File: src/rtl/ct_lsu_dcache_status_ctrl_if.sv
// Port bundles for ct_lsu_dcache_status_ctrl: the client request/response/flush
// channel and the pin-level bus to the 256x7 dcache status SRAM.

// Handshake: a request transfers on a rising edge where req_vld && req_rdy.
// req_rdy is a function of state and flush_req only, never of req_vld.
// resp_vld is a one-cycle pulse with no back-pressure.
interface ct_lsu_dcache_status_ctrl_if;
    logic       req_vld;
    logic       req_rdy;
    logic       req_wr;
    logic [7:0] req_idx;
    logic [6:0] req_din;
    logic [6:0] req_wmask;
    logic       flush_req;
    logic       flush_done;
    logic       resp_vld;
    logic [6:0] resp_data;

    modport master (
        output req_vld, req_wr, req_idx, req_din, req_wmask, flush_req,
        input  req_rdy, flush_done, resp_vld, resp_data
    );

    modport slave (
        input  req_vld, req_wr, req_idx, req_din, req_wmask, flush_req,
        output req_rdy, flush_done, resp_vld, resp_data
    );
endinterface

interface ct_lsu_dcache_status_sram_if;
    logic [7:0] sram_a;
    logic       sram_cen;
    logic       sram_gwen;
    logic [6:0] sram_wen;
    logic [6:0] sram_d;
    logic [6:0] sram_q;

    // master = controller that owns the control pins, slave = the SRAM macro
    modport master (
        output sram_a, sram_cen, sram_gwen, sram_wen, sram_d,
        input  sram_q
    );

    modport slave (
        input  sram_a, sram_cen, sram_gwen, sram_wen, sram_d,
        output sram_q
    );
endinterface

File: src/rtl/ct_lsu_dcache_status_ctrl.sv
// Access controller for the LSU 256x7 dcache status SRAM: clear sweep, reads, masked writes.
// Define CT_LSU_STATUS_RST_INIT_EN to start a clear sweep out of reset.
module ct_lsu_dcache_status_ctrl #(
    parameter logic [6:0] INIT_VAL = 7'h00
) (
    input  logic                               forever_cpuclk,
    input  logic                               cpurst_b,
    ct_lsu_dcache_status_ctrl_if.slave         req,
    ct_lsu_dcache_status_sram_if.master        sram,
    output logic                               dbg_state
);

    typedef enum logic {
        ST_INIT = 1'b0,
        ST_IDLE = 1'b1
    } state_t;

`ifdef CT_LSU_STATUS_RST_INIT_EN
    localparam state_t RST_STATE = ST_INIT;
`else
    localparam state_t RST_STATE = ST_IDLE;
`endif

    state_t     state_q;
    state_t     state_d;
    logic [7:0] cnt_q;
    logic [7:0] cnt_d;
    logic       flush_done_q;
    logic       rd_pend_q;
    logic [6:0] hold_q;

    logic       rdy;
    logic       rd_acc;
    logic       cen;
    logic       gwen;
    logic [6:0] wen;
    logic [7:0] addr;
    logic [6:0] wdata;

    always_ff @(posedge forever_cpuclk or negedge cpurst_b) begin
        if (!cpurst_b) begin
            state_q      <= RST_STATE;
            cnt_q        <= 8'h00;
            flush_done_q <= 1'b0;
            rd_pend_q    <= 1'b0;
            hold_q       <= 7'h00;
        end else begin
            state_q      <= state_d;
            cnt_q        <= cnt_d;
            flush_done_q <= (state_q == ST_INIT) && (cnt_q == 8'hFF);
            rd_pend_q    <= rd_acc;
            if (rd_pend_q) begin
                hold_q <= sram.sram_q;
            end
        end
    end

    // Idle pins park at cen=1 with a/d zeroed so nothing floats between accesses.
    always_comb begin
        state_d = state_q;
        cnt_d   = cnt_q;
        rdy     = 1'b0;
        rd_acc  = 1'b0;
        cen     = 1'b1;
        gwen    = 1'b1;
        wen     = 7'h7F;
        addr    = 8'h00;
        wdata   = 7'h00;
        case (state_q)
            ST_INIT: begin
                cen   = 1'b0;
                gwen  = 1'b0;
                wen   = 7'h00;
                addr  = cnt_q;
                wdata = INIT_VAL;
                cnt_d = cnt_q + 8'd1;
                if (cnt_q == 8'hFF) begin
                    state_d = ST_IDLE;
                end
            end
            ST_IDLE: begin
                rdy = !req.flush_req;
                if (req.flush_req) begin
                    // flush outranks a same-cycle request, which stays unaccepted
                    state_d = ST_INIT;
                    cnt_d   = 8'h00;
                end else if (req.req_vld) begin
                    if (!req.req_wr) begin
                        rd_acc = 1'b1;
                        cen    = 1'b0;
                        addr   = req.req_idx;
                    end else if (req.req_wmask != 7'h00) begin
                        cen   = 1'b0;
                        gwen  = 1'b0;
                        wen   = ~req.req_wmask;
                        addr  = req.req_idx;
                        wdata = req.req_din;
                    end
                end
            end
            default: begin
                state_d = ST_INIT;
                cnt_d   = 8'h00;
            end
        endcase
    end

    assign req.req_rdy    = rdy;
    assign req.flush_done = flush_done_q;
    assign req.resp_vld   = rd_pend_q;
    // sram_q is live only in the response cycle; the hold register covers the rest
    assign req.resp_data  = rd_pend_q ? sram.sram_q : hold_q;

    assign sram.sram_a    = addr;
    assign sram.sram_cen  = cen;
    assign sram.sram_gwen = gwen;
    assign sram.sram_wen  = wen;
    assign sram.sram_d    = wdata;

    assign dbg_state      = state_q;

endmodule

File: src/flat_wrapper.sv
// flat-port wrapper written by rule: the top's interface ports become plain ports
module ct_lsu_dcache_status_ctrl_flat 
#(
    parameter logic [6:0] INIT_VAL = 7'h00
)
  (forever_cpuclk, cpurst_b, dbg_state, req_req_vld, req_req_wr, req_req_idx, req_req_din, req_req_wmask, req_flush_req, req_req_rdy, req_flush_done, req_resp_vld, req_resp_data, sram_sram_a, sram_sram_cen, sram_sram_gwen, sram_sram_wen, sram_sram_d, sram_sram_q);
  ct_lsu_dcache_status_ctrl_if req_i ();
  ct_lsu_dcache_status_sram_if sram_i ();
  input  logic forever_cpuclk;
  input  logic cpurst_b;
  output logic dbg_state;
  input wire logic [$bits(req_i.req_vld)-1:0] req_req_vld;
  input wire logic [$bits(req_i.req_wr)-1:0] req_req_wr;
  input wire logic [$bits(req_i.req_idx)-1:0] req_req_idx;
  input wire logic [$bits(req_i.req_din)-1:0] req_req_din;
  input wire logic [$bits(req_i.req_wmask)-1:0] req_req_wmask;
  input wire logic [$bits(req_i.flush_req)-1:0] req_flush_req;
  output wire logic [$bits(req_i.req_rdy)-1:0] req_req_rdy;
  output wire logic [$bits(req_i.flush_done)-1:0] req_flush_done;
  output wire logic [$bits(req_i.resp_vld)-1:0] req_resp_vld;
  output wire logic [$bits(req_i.resp_data)-1:0] req_resp_data;
  output wire logic [$bits(sram_i.sram_a)-1:0] sram_sram_a;
  output wire logic [$bits(sram_i.sram_cen)-1:0] sram_sram_cen;
  output wire logic [$bits(sram_i.sram_gwen)-1:0] sram_sram_gwen;
  output wire logic [$bits(sram_i.sram_wen)-1:0] sram_sram_wen;
  output wire logic [$bits(sram_i.sram_d)-1:0] sram_sram_d;
  input wire logic [$bits(sram_i.sram_q)-1:0] sram_sram_q;
  assign req_i.req_vld = req_req_vld;
  assign req_i.req_wr = req_req_wr;
  assign req_i.req_idx = req_req_idx;
  assign req_i.req_din = req_req_din;
  assign req_i.req_wmask = req_req_wmask;
  assign req_i.flush_req = req_flush_req;
  assign req_req_rdy = req_i.req_rdy;
  assign req_flush_done = req_i.flush_done;
  assign req_resp_vld = req_i.resp_vld;
  assign req_resp_data = req_i.resp_data;
  assign sram_sram_a = sram_i.sram_a;
  assign sram_sram_cen = sram_i.sram_cen;
  assign sram_sram_gwen = sram_i.sram_gwen;
  assign sram_sram_wen = sram_i.sram_wen;
  assign sram_sram_d = sram_i.sram_d;
  assign sram_i.sram_q = sram_sram_q;
  ct_lsu_dcache_status_ctrl #(.INIT_VAL(INIT_VAL)) u_core (.forever_cpuclk(forever_cpuclk), .cpurst_b(cpurst_b), .req(req_i), .sram(sram_i), .dbg_state(dbg_state));
endmodule
File: config.mk
export PLATFORM = sky130hd
export DESIGN_NAME = ct_lsu_dcache_status_ctrl_flat
export DESIGN_NICKNAME = d
export VERILOG_FILES = /design/src/rtl/ct_lsu_dcache_status_ctrl_if.sv /design/src/rtl/ct_lsu_dcache_status_ctrl.sv /design/src/flat_wrapper.sv
export SDC_FILE = /design/constraint.sdc
export NUM_CORES = 1
export LEC_CHECK = 0
export BUFFER_PORTS_ARGS = -buffer_cell sky130_fd_sc_hd__buf_2
export CAP_MARGIN = 20
export CELL_PAD_IN_SITES_DETAIL_PLACEMENT = 1
export CELL_PAD_IN_SITES_GLOBAL_PLACEMENT = 1
export CORE_MARGIN = 3
export CORE_UTILIZATION = 26
export DETAILED_ROUTE_END_ITERATION = 12
export PLACE_DENSITY = 0.85
export SLEW_MARGIN = 0
export SYNTH_ARGS = -nofsm -noshare
export SYNTH_HDL_FRONTEND = slang
export SYNTH_SLANG_ARGS = --single-unit
File: constraint.sdc
create_clock -name forever_cpuclk -period 1.2 [get_ports forever_cpuclk]
set_input_delay 0.06 -clock forever_cpuclk [delete_from_list [all_inputs] [get_ports forever_cpuclk]]
set_output_delay 0.06 -clock forever_cpuclk [all_outputs]
set_load 0.03 [all_outputs]
==> impl_metrics.py, run 1 <==
metrics = {
    "logic_synthesis": {
        "synth_area_leader_cell": "dfrtp_1",
        "syn-cell-area_um2": 1040,
        "synth_compound_area_share_pct": 19.4,
        "synth_simple_gate_area_share_pct": 21.4,
        "synth-adder-area-share_pct": 1.21,
        "synth.yosys.seq_area_share_pct": 43.6,
        "synth_top_area_share_pct": 41.1,
        "synthesis.nets": 135,
        "synthCells": 100,
        "avgSynthCellArea_um2": 10.4,
        "ys_ff_latch": 18,
        "synthXorXnorAreaFrac_pct": 2.54,
        "synthMuxAreaShare_pct": 8.57,
        "synth_warnings": 0,
        "yosys-top-cells-area": "dfrtp_1, mux2_2, a22o_1",
        "synth_top_family_by_area": "simple AND/OR/NAND/NOR gates",
        "synth.distinct_cells": 34,
    },
    "critical_path": {
        "cp.arrival_ps": 1610,
        "crit_family": "flip-flops",
        "path_max_fanout": 8,
        "path_buf_inv": 2,
        "critPathSlowestCell": "dfstp_2",
        "worstSetupPathType": "reg -> out",
        "cp-end-kind": "output pin",
        "critPathLaunchType": "flop",
        "cp.required_ps": 1140,
        "critPathMaxStageDelay_ps": 580,
        "path_cells": "nand3b_1 -> a31oi_4 -> buf_12 -> a22o_4 -> buf_6",
    },
    "placed_design": {
        "gp_congestion": 0.756,
        "place_inst": 239,
        "io_buffers": 68,
        "dp_hpwl_um": 3320,
    },
    "finish": {
        "final_common_cell": "buf_6",
        "fin_cells": 258,
        "nets": 246,
        "regArea_um2": 455,
        "areaGrowthSynthToFinish_pct": 126,
        "drive_gt1_share_pct": 76.7,
        "diodes": 0,
        "most-common-layout-cells": "buf_6, buf_2, buf_4",
        "n_fill_cell": 395,
        "multi_input_area_um2": 800,
    },
    "route": {
        "wl_um": 5010,
        "vias_per_cell": 4.98,
        "route.detailed.drc": 0,
        "via_count": 1286,
        "dr.first_iter.drc_count": 32,
        "wire_per_inst_um": 19.4,
        "detail-route-antenna-nets": 0,
        "first_pass_iters": 3,
    },
    "cts": {
        "numCtsBuffers": 3,
        "clkTransAtPathRegs_ps": 70,
        "clockBufferDepth": 2,
        "cts_root_buffer": "clkbuf_8",
        "cts.sinks": 18,
        "htree_levels": 1,
        "insertion_delay_ps": 250,
        "cts_tree": "built",
    },
    "run_status": {
        "outcome": "finished, violations left",
        "violations": "setup timing",
    },
    "pwr": {
        "powerDensity_nw_per_um2": 532,
        "power.leakage_uw": 0.00107,
        "vdd_drop_max_v": 0.000268,
        "power_uw": 1250,
    },
    "min_path": {
        "min_path_type": "in -> reg",
    },
    "global_route": {
        "grtUsageTotal_pct": 21.5,
        "grt_pass1_vias": 1533,
        "overflow": 0,
        "grt_max_degree": 19,
        "antenna_found_initial": 0,
        "grt_pass1_wl_um": 8110,
    },
    "sta": {
        "final.min_clock_period_ps": 1670,
        "finalMaxSlewViolations": 0,
        "maxSlewHeadroom_pct": 50.4,
        "max_freq_ghz": 0.600,
        "hold_violations": 0,
        "setup_violations": 42,
        "final.setup_skew_ps": 5.17,
        "rsz0062_at_grt": "true",
        "final.setup.worst_slack_ps": -468,
        "period_share_pct": 139,
        "worst_pin_slew_ps": 745,
    },
    "die": {
        "die-area_um2": 4780,
        "rows": 22,
        "ioPinCount": 69,
        "fp.dieW_um": 69.1,
        "core_area_um2": 3740,
        "start_util_pct": 27.7,
        "dieHeight_um": 69.1,
    },
    "flow_run": {
        "drv_cap": 0,
    },
}
==> state kept, by name (all words and copies together), names as in the netlist <==
register	count
u_core.cnt_q	8
u_core.dbg_state	1
u_core.hold_q	7
u_core.req.flush_done	1
u_core.req.resp_vld	1
==> report_power, final <==
group,internal (µW),switching [µW]
combinational,70.8,83.0
sequential,607,0
clock,291,193
==> Yosys cell counts <==
master / number
dfrtp_1: 17
a21oi_1: 8
and2_1: 7
mux2_2: 7
nand2_1: 7
o21ai_0: 7
a22o_1: 6
clkbuf_1: 4
nand3_1: 4
nor2_1: 3
a21o_1: 2
and3_1: 2
nand3b_1: 2
nor2b_1: 2
or4_1: 2
xor2_1: 2
a211oi_2: 1
a22o_2: 1
a31o_2: 1
a31oi_1: 1
a31oi_4: 1
and2b_2: 1
buf_6: 1
dfstp_2: 1
ha_1: 1
inv_1: 1
inv_2: 1
mux2i_1: 1
nand3_2: 1
nand4_1: 1
nand4b_1: 1
nor3_2: 1
nor4_4: 1
xnor2_1: 1
==> stage by stage <==
step / setup WS, ps / hold WS (ps) / area (µm²) / setup TNS, ps / util (%)
6_report: -468 / 87.5 / 2340 / -11740 / 62.5
5_1_grt: -529 / 83.3 / 2340 / -14370 / 62.5
4_1_cts: -447 / 73.8 / 2260 / -10550 / 60.3
3_5_place_dp: -243 / 8.27 / 1870 / -4670 / 49.8
3_3_place_gp: -184 / 2.59 / 1870 / -3350 / 49.8
2_1_floorplan: -184 / -236 / 1270 / -4360 / -
==> layer usage <==
metal	GRT usage (%)	up-vias	wire length (µm)
met4	8.24	0	204
met1	20.8	601	1750
met3	9.33	18	525
met2	39.7	84	2530
met5	0	-	0
li1	-	583	-
==> what timing repair did <==
action	in CTS	in global routing
gates resized for setup	75	12
gates cloned	1	0
pin swaps	2	3
endpoints found under the setup margin	43	44
hold buffers	1	0
endpoints found under the hold margin	17	0
setup buffers	8	6
==> worst register-to-register path, delay by kind of cell (launching register included) <==
family                 cells  cell delay (ps)
buffers and inverters      4              450
and+or+nand+nor            2              190
DFF                        1              580
AOI/OAI and AO/OA          1               90
==> cell type report <==
cell class,count,area share (%)
clock buffers,4,2.35
inverters,2,0.321
multi-input cells,75,34.2
flip-flops and latches,18,19.5
well taps,48,2.57
repair buffers,111,41.1
==> path summary, 6_finish.rpt <==
kind	start	endpoint	slack [ps]	depth (start not counted)
max in group asynchronous	cpurst_b	u_core.dbg_state$_DFF_PN1_	610	2
min reg2reg	u_core.hold_q[1]$_DFF_PN0_	u_core.hold_q[1]$_DFF_PN0_	510	1
max	u_core.dbg_state$_DFF_PN1_	sram_sram_a[6]	-470	5
min	sram_sram_q[1]	u_core.hold_q[1]$_DFF_PN0_	90	2
max reg2reg	u_core.dbg_state$_DFF_PN1_	u_core.cnt_q[2]$_DFFE_PN0N_	-210	7
min in group asynchronous	cpurst_b	u_core.cnt_q[3]$_DFFE_PN0N_	270	2
==> logic make-up after synthesis <==
family	Yosys count
adder cells (fa/ha/maj)	1
AO/OA/AOI/OAI	28
buffers and inverters	7
flip-flops	18
AND/OR/NAND/NOR	35
XOR/XNOR	3
multiplexers	8
Note: power is estimated with default switching activity, not from simulation.
==> run 2: changes to the inputs <==
--- a/config.mk
+++ b/config.mk
@@ -7,12 +7,10 @@
 export LEC_CHECK = 0
 export BUFFER_PORTS_ARGS = -buffer_cell sky130_fd_sc_hd__buf_2
 export CAP_MARGIN = 20
-export CELL_PAD_IN_SITES_DETAIL_PLACEMENT = 1
-export CELL_PAD_IN_SITES_GLOBAL_PLACEMENT = 1
 export CORE_MARGIN = 3
-export CORE_UTILIZATION = 26
+export CORE_UTILIZATION = 37
 export DETAILED_ROUTE_END_ITERATION = 12
-export PLACE_DENSITY = 0.85
+export PLACE_DENSITY = 0.86
 export SLEW_MARGIN = 0
 export SYNTH_ARGS = -nofsm -noshare
 export SYNTH_HDL_FRONTEND = slang
==> run 2 against run 1 <==
  * Worst hold slack got worse by 67 ps
  * Non-clock buffer count decreased by 9
  * Critical path type unchanged
  * Via count is 0.62% lower
  * The run still ends with setup timing left
==> impl_metrics.py, run 2 (same netlist as run 1, synthesis figures left out) <==
metrics = {
    "die": {
        "die-area_um2": 3470,
        "start_util_pct": 40.4,
        "fp.dieW_um": 58.9,
        "core_area_um2": 2570,
        "ioPinCount": 69,
        "dieHeight_um": 58.9,
        "rows": 18,
    },
    "sta": {
        "rsz0062_at_grt": "true",
        "finalSetupTns_ps": -11750,
        "hold_violations": 0,
        "setup_violations": 43,
        "finalMaxSlewViolations": 0,
        "final.setup_skew_ps": 8.46,
        "period_share_pct": 140,
        "maxSlewHeadroom_pct": 51.9,
        "max_freq_ghz": 0.595,
        "final.min_clock_period_ps": 1680,
        "worst_pin_slew_ps": 722,
        "final.setup.worst_slack_ps": -480,
    },
    "route": {
        "route.detailed.drc": 0,
        "via_count": 1278,
        "first_pass_iters": 4,
        "wire_per_inst_um": 17.7,
        "wl_um": 4080,
        "dr.first_iter.drc_count": 20,
        "detail-route-antenna-nets": 0,
        "vias_per_cell": 5.53,
    },
    "placed_design": {
        "place_inst": 217,
        "io_buffers": 68,
        "gp_congestion": 0.757,
        "dp_slack_ps": -197,
        "dp_hpwl_um": 2680,
        "placed_area_um2": 1800,
    },
    "finish": {
        "drive_gt1_share_pct": 74.6,
        "n_fill_cell": 115,
        "multi_input_area_um2": 785,
        "diodes": 0,
        "most-common-layout-cells": "buf_2, buf_6, buf_4",
        "top_regs": "u_core.cnt_q x8, u_core.hold_q x7",
        "top_register": "u_core.cnt_q",
        "final_core_util_pct": 84.1,
        "final_area_um2": 2160,
        "regArea_um2": 455,
        "largest_reg_flops": 8,
        "nets": 237,
        "fin_cells": 231,
        "areaGrowthSynthToFinish_pct": 108,
    },
    "pwr": {
        "power.leakage_uw": 0.000983,
        "powerDensity_nw_per_um2": 523,
        "vdd_drop_max_v": 0.000436,
    },
    "critical_path": {
        "cp.required_ps": 1140,
        "path_buf_inv": 2,
        "ff2ff_path_depth": 6,
        "critPathSlowestCell": "dfstp_2",
        "r2r-end": "u_core.cnt_q[0]$_DFFE_PN0N_",
        "critPathMaxStageDelay_ps": 570,
        "crit_family": "flip-flops",
        "cp-end-kind": "output pin",
        "cp.arrival_ps": 1620,
        "worstSetupPathType": "reg -> out",
        "critPathLaunchType": "flop",
        "rrSetupSlack_ps": -250,
        "reg2reg_from": "u_core.dbg_state$_DFF_PN1_",
        "path_max_fanout": 8,
        "path_cells": "nand3b_1 -> a31oi_4 -> buf_12 -> a22o_4 -> buf_6",
    },
    "global_route": {
        "grt_pass1_vias": 1352,
        "use_met2_pct": 42.4,
        "grtUsageTotal_pct": 24.3,
        "busiest_layer": "met2",
        "grt_max_degree": 19,
        "overflow": 0,
        "grt_use_met1_pct": 25.7,
        "grt_pass1_wl_um": 6270,
        "grt_use_met3_pct": 7.68,
        "antenna_found_initial": 0,
    },
    "cts": {
        "cts_root_buffer": "clkbuf_4",
        "clkTransAtPathRegs_ps": 100,
        "numCtsBuffers": 3,
        "cts.sinks": 18,
        "cts_tree": "built",
        "htree_levels": 1,
        "insertion_delay_ps": 290,
        "clockBufferDepth": 2,
    },
    "min_path": {
        "min_path_type": "in -> reg",
        "holdCritStartpoint": "sram_sram_q[0]",
        "min_to": "u_core.hold_q[0]$_DFF_PN0_",
        "hold_path_depth": 2,
    },
    "run_status": {
        "violations": "setup timing",
        "outcome": "finished, violations left",
    },
    "flow_run": {
        "drv_cap": 0,
    },
}
run 2: cell types whose count changed in the layout (fill, tap and decap cells not counted), sizes merged:
| cell | change |
|---|---|
| buf | -8 |
| bufbuf | -1 |
run 2: cell type report:
class                      count  share of cell area [%]
tap                           30                    1.74
multi-input combinational     75                    36.3
clock buffer                   4                    1.68
sequential                    18                    21.1
inverter                       2                   0.348
timing repair buffer         102                    38.8
run 2: worst max-delay path by stage:
stage | from | slack [ps] | end | cells after the start
2_1_floorplan | u_core.dbg_state$_DFF_PN1_ | -180 | sram_sram_a[5] | 3
3_3_place_gp | u_core.dbg_state$_DFF_PN1_ | -150 | sram_sram_a[7] | 5
3_5_place_dp | u_core.dbg_state$_DFF_PN1_ | -200 | sram_sram_a[0] | 5
4_1_cts | u_core.dbg_state$_DFF_PN1_ | -470 | sram_sram_a[0] | 5
5_1_grt | u_core.dbg_state$_DFF_PN1_ | -530 | sram_sram_a[2] | 5
6_report | u_core.dbg_state$_DFF_PN1_ | -480 | sram_sram_a[0] | 5
run 2: worst reg2reg max path, stage by stage (launching register included):
cell and delay, ps:
dfstp_2 570, buf_4 180, nor2b_1 150, buf_4 140, buf_4 160, nand2_1 80, o21ai_0 100
run 2: stage by stage:
step           hold slack (ps)  total power [µW]
2_1_floorplan             -236               642
3_3_place_gp              3.36               753
3_5_place_dp              6.23               759
4_1_cts                   12.2              1130
5_1_grt                   11.5              1160
6_report                  20.8              1130
run 2: where the power goes:
| group | switching (µW) | internal (µW) | leakage (µW) | total (µW) |
|---|---|---|---|---|
| Combinational | 76.4 | 68.9 | 0.000749 | 145 |
| Clock | 191 | 185 | 0.0000210 | 376 |
| Sequential | 0 | 606 | 0.000214 | 606 |
run 2: per-layer routing:
| metal | share of wire [%] | wire length [µm] |
|---|---|---|
| met4 | 4.2 | 172 |
| met1 | 36 | 1470 |
| met5 | 0 | 0 |
| met2 | 50 | 2040 |
| met3 | 9.5 | 389 |
run 2: what timing repair did:
action | 4_1_cts | 5_1_grt
pin swaps | 8 | 5
setup buffers | 7 | 2
hold buffers | 1 | 0
gates resized for setup | 72 | 4
setup endpoints to repair | 43 | 43
endpoints found under the hold margin | 18 | 0
==> run 3: changes to the inputs <==
--- a/config.mk
+++ b/config.mk
@@ -6,7 +6,7 @@
 export NUM_CORES = 1
 export LEC_CHECK = 0
 export BUFFER_PORTS_ARGS = -buffer_cell sky130_fd_sc_hd__buf_2
-export CAP_MARGIN = 20
+export CAP_MARGIN = 5
 export CORE_MARGIN = 3
 export CORE_UTILIZATION = 37
 export DETAILED_ROUTE_END_ITERATION = 12
==> constraint.sdc (replaced) <==
create_clock -name forever_cpuclk -period 1.2 [get_ports forever_cpuclk]
set_input_delay 0.12 -clock forever_cpuclk [delete_from_list [all_inputs] [get_ports forever_cpuclk]]
set_output_delay 0.12 -clock forever_cpuclk [all_outputs]
set_load 0.03 [all_outputs]
==> run 3 against run 2 <==
  * The flow still finishes with violations (setup timing)
  * Via count up 2.1%
  * Clock skew down 2.2 ps
  * Critical path depth up 1
  * Count of clock-buffer cells in the layout unchanged
  * Cell count up 3.0%
  * Register-to-register slack worse by 30 ps
  * Sequential share of layout area down 0.98 points
==> impl_metrics.py, run 3 (same netlist as run 1, synthesis figures left out) <==
metrics = {
    "placed_design": {
        "dp_hpwl_um": 2750,
        "place_inst": 219,
        "gp_congestion": 0.741,
        "io_buffers": 68,
    },
    "critical_path": {
        "cp.arrival_ps": 1760,
        "cp.required_ps": 1080,
        "path_max_fanout": 5,
        "worstSetupPathType": "reg -> out",
        "critPathLaunchType": "flop",
        "cp-end-kind": "output pin",
    },
    "sta": {
        "final.setup.worst_slack_ps": -676,
        "final.setup_skew_ps": 6.25,
        "period_share_pct": 156,
        "hold_violations": 0,
        "worst_pin_slew_ps": 409,
        "finalSetupTns_ps": -17580,
        "rsz0062_at_grt": "true",
        "max_freq_ghz": 0.533,
        "finalMaxSlewViolations": 0,
        "setup_violations": 43,
        "final.min_clock_period_ps": 1880,
        "maxSlewHeadroom_pct": 72.7,
    },
    "finish": {
        "drive_gt1_share_pct": 76.0,
        "top_register": "u_core.cnt_q",
        "areaGrowthSynthToFinish_pct": 117,
        "fin_cells": 238,
        "most-common-layout-cells": "buf_6, buf_2, buf_4",
        "largest_reg_flops": 8,
        "final_common_cell": "buf_6",
        "nets": 244,
        "top_regs": "u_core.cnt_q x8, u_core.hold_q x7",
        "diodes": 0,
    },
    "die": {
        "rows": 18,
        "fp.dieW_um": 58.9,
        "start_util_pct": 40.4,
        "core_area_um2": 2570,
        "die-area_um2": 3470,
        "dieHeight_um": 58.9,
        "ioPinCount": 69,
    },
    "route": {
        "vias_per_cell": 5.48,
        "wl_um": 4880,
        "wire_per_inst_um": 20.5,
        "via_count": 1305,
        "route.detailed.drc": 0,
        "dr.first_iter.drc_count": 31,
        "detail-route-antenna-nets": 0,
        "first_pass_iters": 4,
    },
    "pwr": {
        "pwr-share-seq_pct": 51.9,
        "sw_frac_of_total_pct": 25.4,
        "p_sw_uw": 296,
        "power.share.clock_pct": 33.8,
        "power_uw": 1170,
        "powerDensity_nw_per_um2": 519,
        "vdd_drop_max_v": 0.000478,
        "power.leakage_uw": 0.00103,
        "pwr-share-comb_pct": 14.3,
        "internal-power_uw": 872,
    },
    "global_route": {
        "grt_pass1_vias": 1394,
        "antenna_found_initial": 0,
        "grtUsageTotal_pct": 29.5,
        "grt_max_degree": 19,
        "grt_pass1_wl_um": 7310,
        "overflow": 0,
    },
    "flow_run": {
        "drv_cap": 0,
    },
    "run_status": {
        "outcome": "finished, violations left",
        "violations": "setup timing",
    },
    "cts": {
        "cts_root_buffer": "clkbuf_4",
        "insertion_delay_ps": 310,
        "clkTransAtPathRegs_ps": 110,
        "cts_tree": "built",
        "clockBufferDepth": 2,
        "numCtsBuffers": 3,
        "htree_levels": 1,
        "cts.sinks": 18,
    },
    "min_path": {
        "min_path_type": "in -> reg",
    },
}
==> run 3: through the flow <==
| stage | hold slack, ps | instance area (µm²) | util, % | setup slack (ps) |
|---|---|---|---|---|
| finish | 64.0 | 2250 | 87.7 | -676 |
| global placement | 63.0 | 1830 | 71.2 | -224 |
| global route | 68.6 | 2250 | 87.7 | -751 |
| CTS | 66.1 | 2180 | 85.0 | -540 |
| detailed placement | 72.8 | 1830 | 71.2 | -261 |
| floorplan | -176 | 1270 | - | -244 |
==> run 3: repair_timing <==
| item | in CTS | in global routing |
|---|---|---|
| hold buffers | 1 | 0 |
| gates resized for setup | 76 | 13 |
| endpoints found under the setup margin | 40 | 45 |
| buffers inserted | 9 | 7 |
| endpoints found under the hold margin | 17 | 0 |
| pin swaps | 6 | 9 |
==> run 3: power by group through the flow <==
stage	clock [µW]	sequential (µW)	combinational, µW
floorplan	0	618	23.6
global placement	0	618	147
detailed placement	0	618	154
CTS	386	606	158
global route	427	607	178
finish	395	606	167
==> run 3: path summary, 6_finish.rpt <==
| check | startpoint | endpoint | slack (ps) | depth (start not counted) |
|---|---|---|---|---|
| worst min register to register | u_core.hold_q[1]$_DFF_PN0_ | u_core.hold_q[1]$_DFF_PN0_ | 510 | 1 |
| worst max register to register | u_core.dbg_state$_DFF_PN1_ | u_core.cnt_q[6]$_DFFE_PN0N_ | -280 | 6 |
| min in group asynchronous | cpurst_b | u_core.hold_q[2]$_DFF_PN0_ | 260 | 2 |
| worst max-delay path | u_core.dbg_state$_DFF_PN1_ | sram_sram_d[4] | -680 | 6 |
| worst min-delay path | sram_sram_q[0] | u_core.hold_q[0]$_DFF_PN0_ | 60 | 2 |
| max in group asynchronous | cpurst_b | u_core.dbg_state$_DFF_PN1_ | 620 | 2 |
==> run 3: worst max-delay path, cell delays in order, from the launching register on <==
cell and delay [ps]:
dfstp_2 590, buf_4 140, inv_4 50, a211oi_4 220, buf_6 160, and2_4 160
buf_6 130
==> run 3: cell type report <==
type / count / area, µm²
Clock buffer: 4 / 36.3
Multi-Input combinational cell: 75 / 798
Inverter: 2 / 10.0
Fill cell: 111 / 317
Tap cell: 30 / 37.5
Timing Repair Buffer: 109 / 916
Sequential cell: 18 / 453
==> run 3: layer usage <==
layer	up-vias	share of wire [%]	track usage, %
li1	584	-	-
met1	620	36	33.8
met2	92	51	51.7
met3	9	10	7.02
met4	0	2.1	12.9
met5	-	0	0
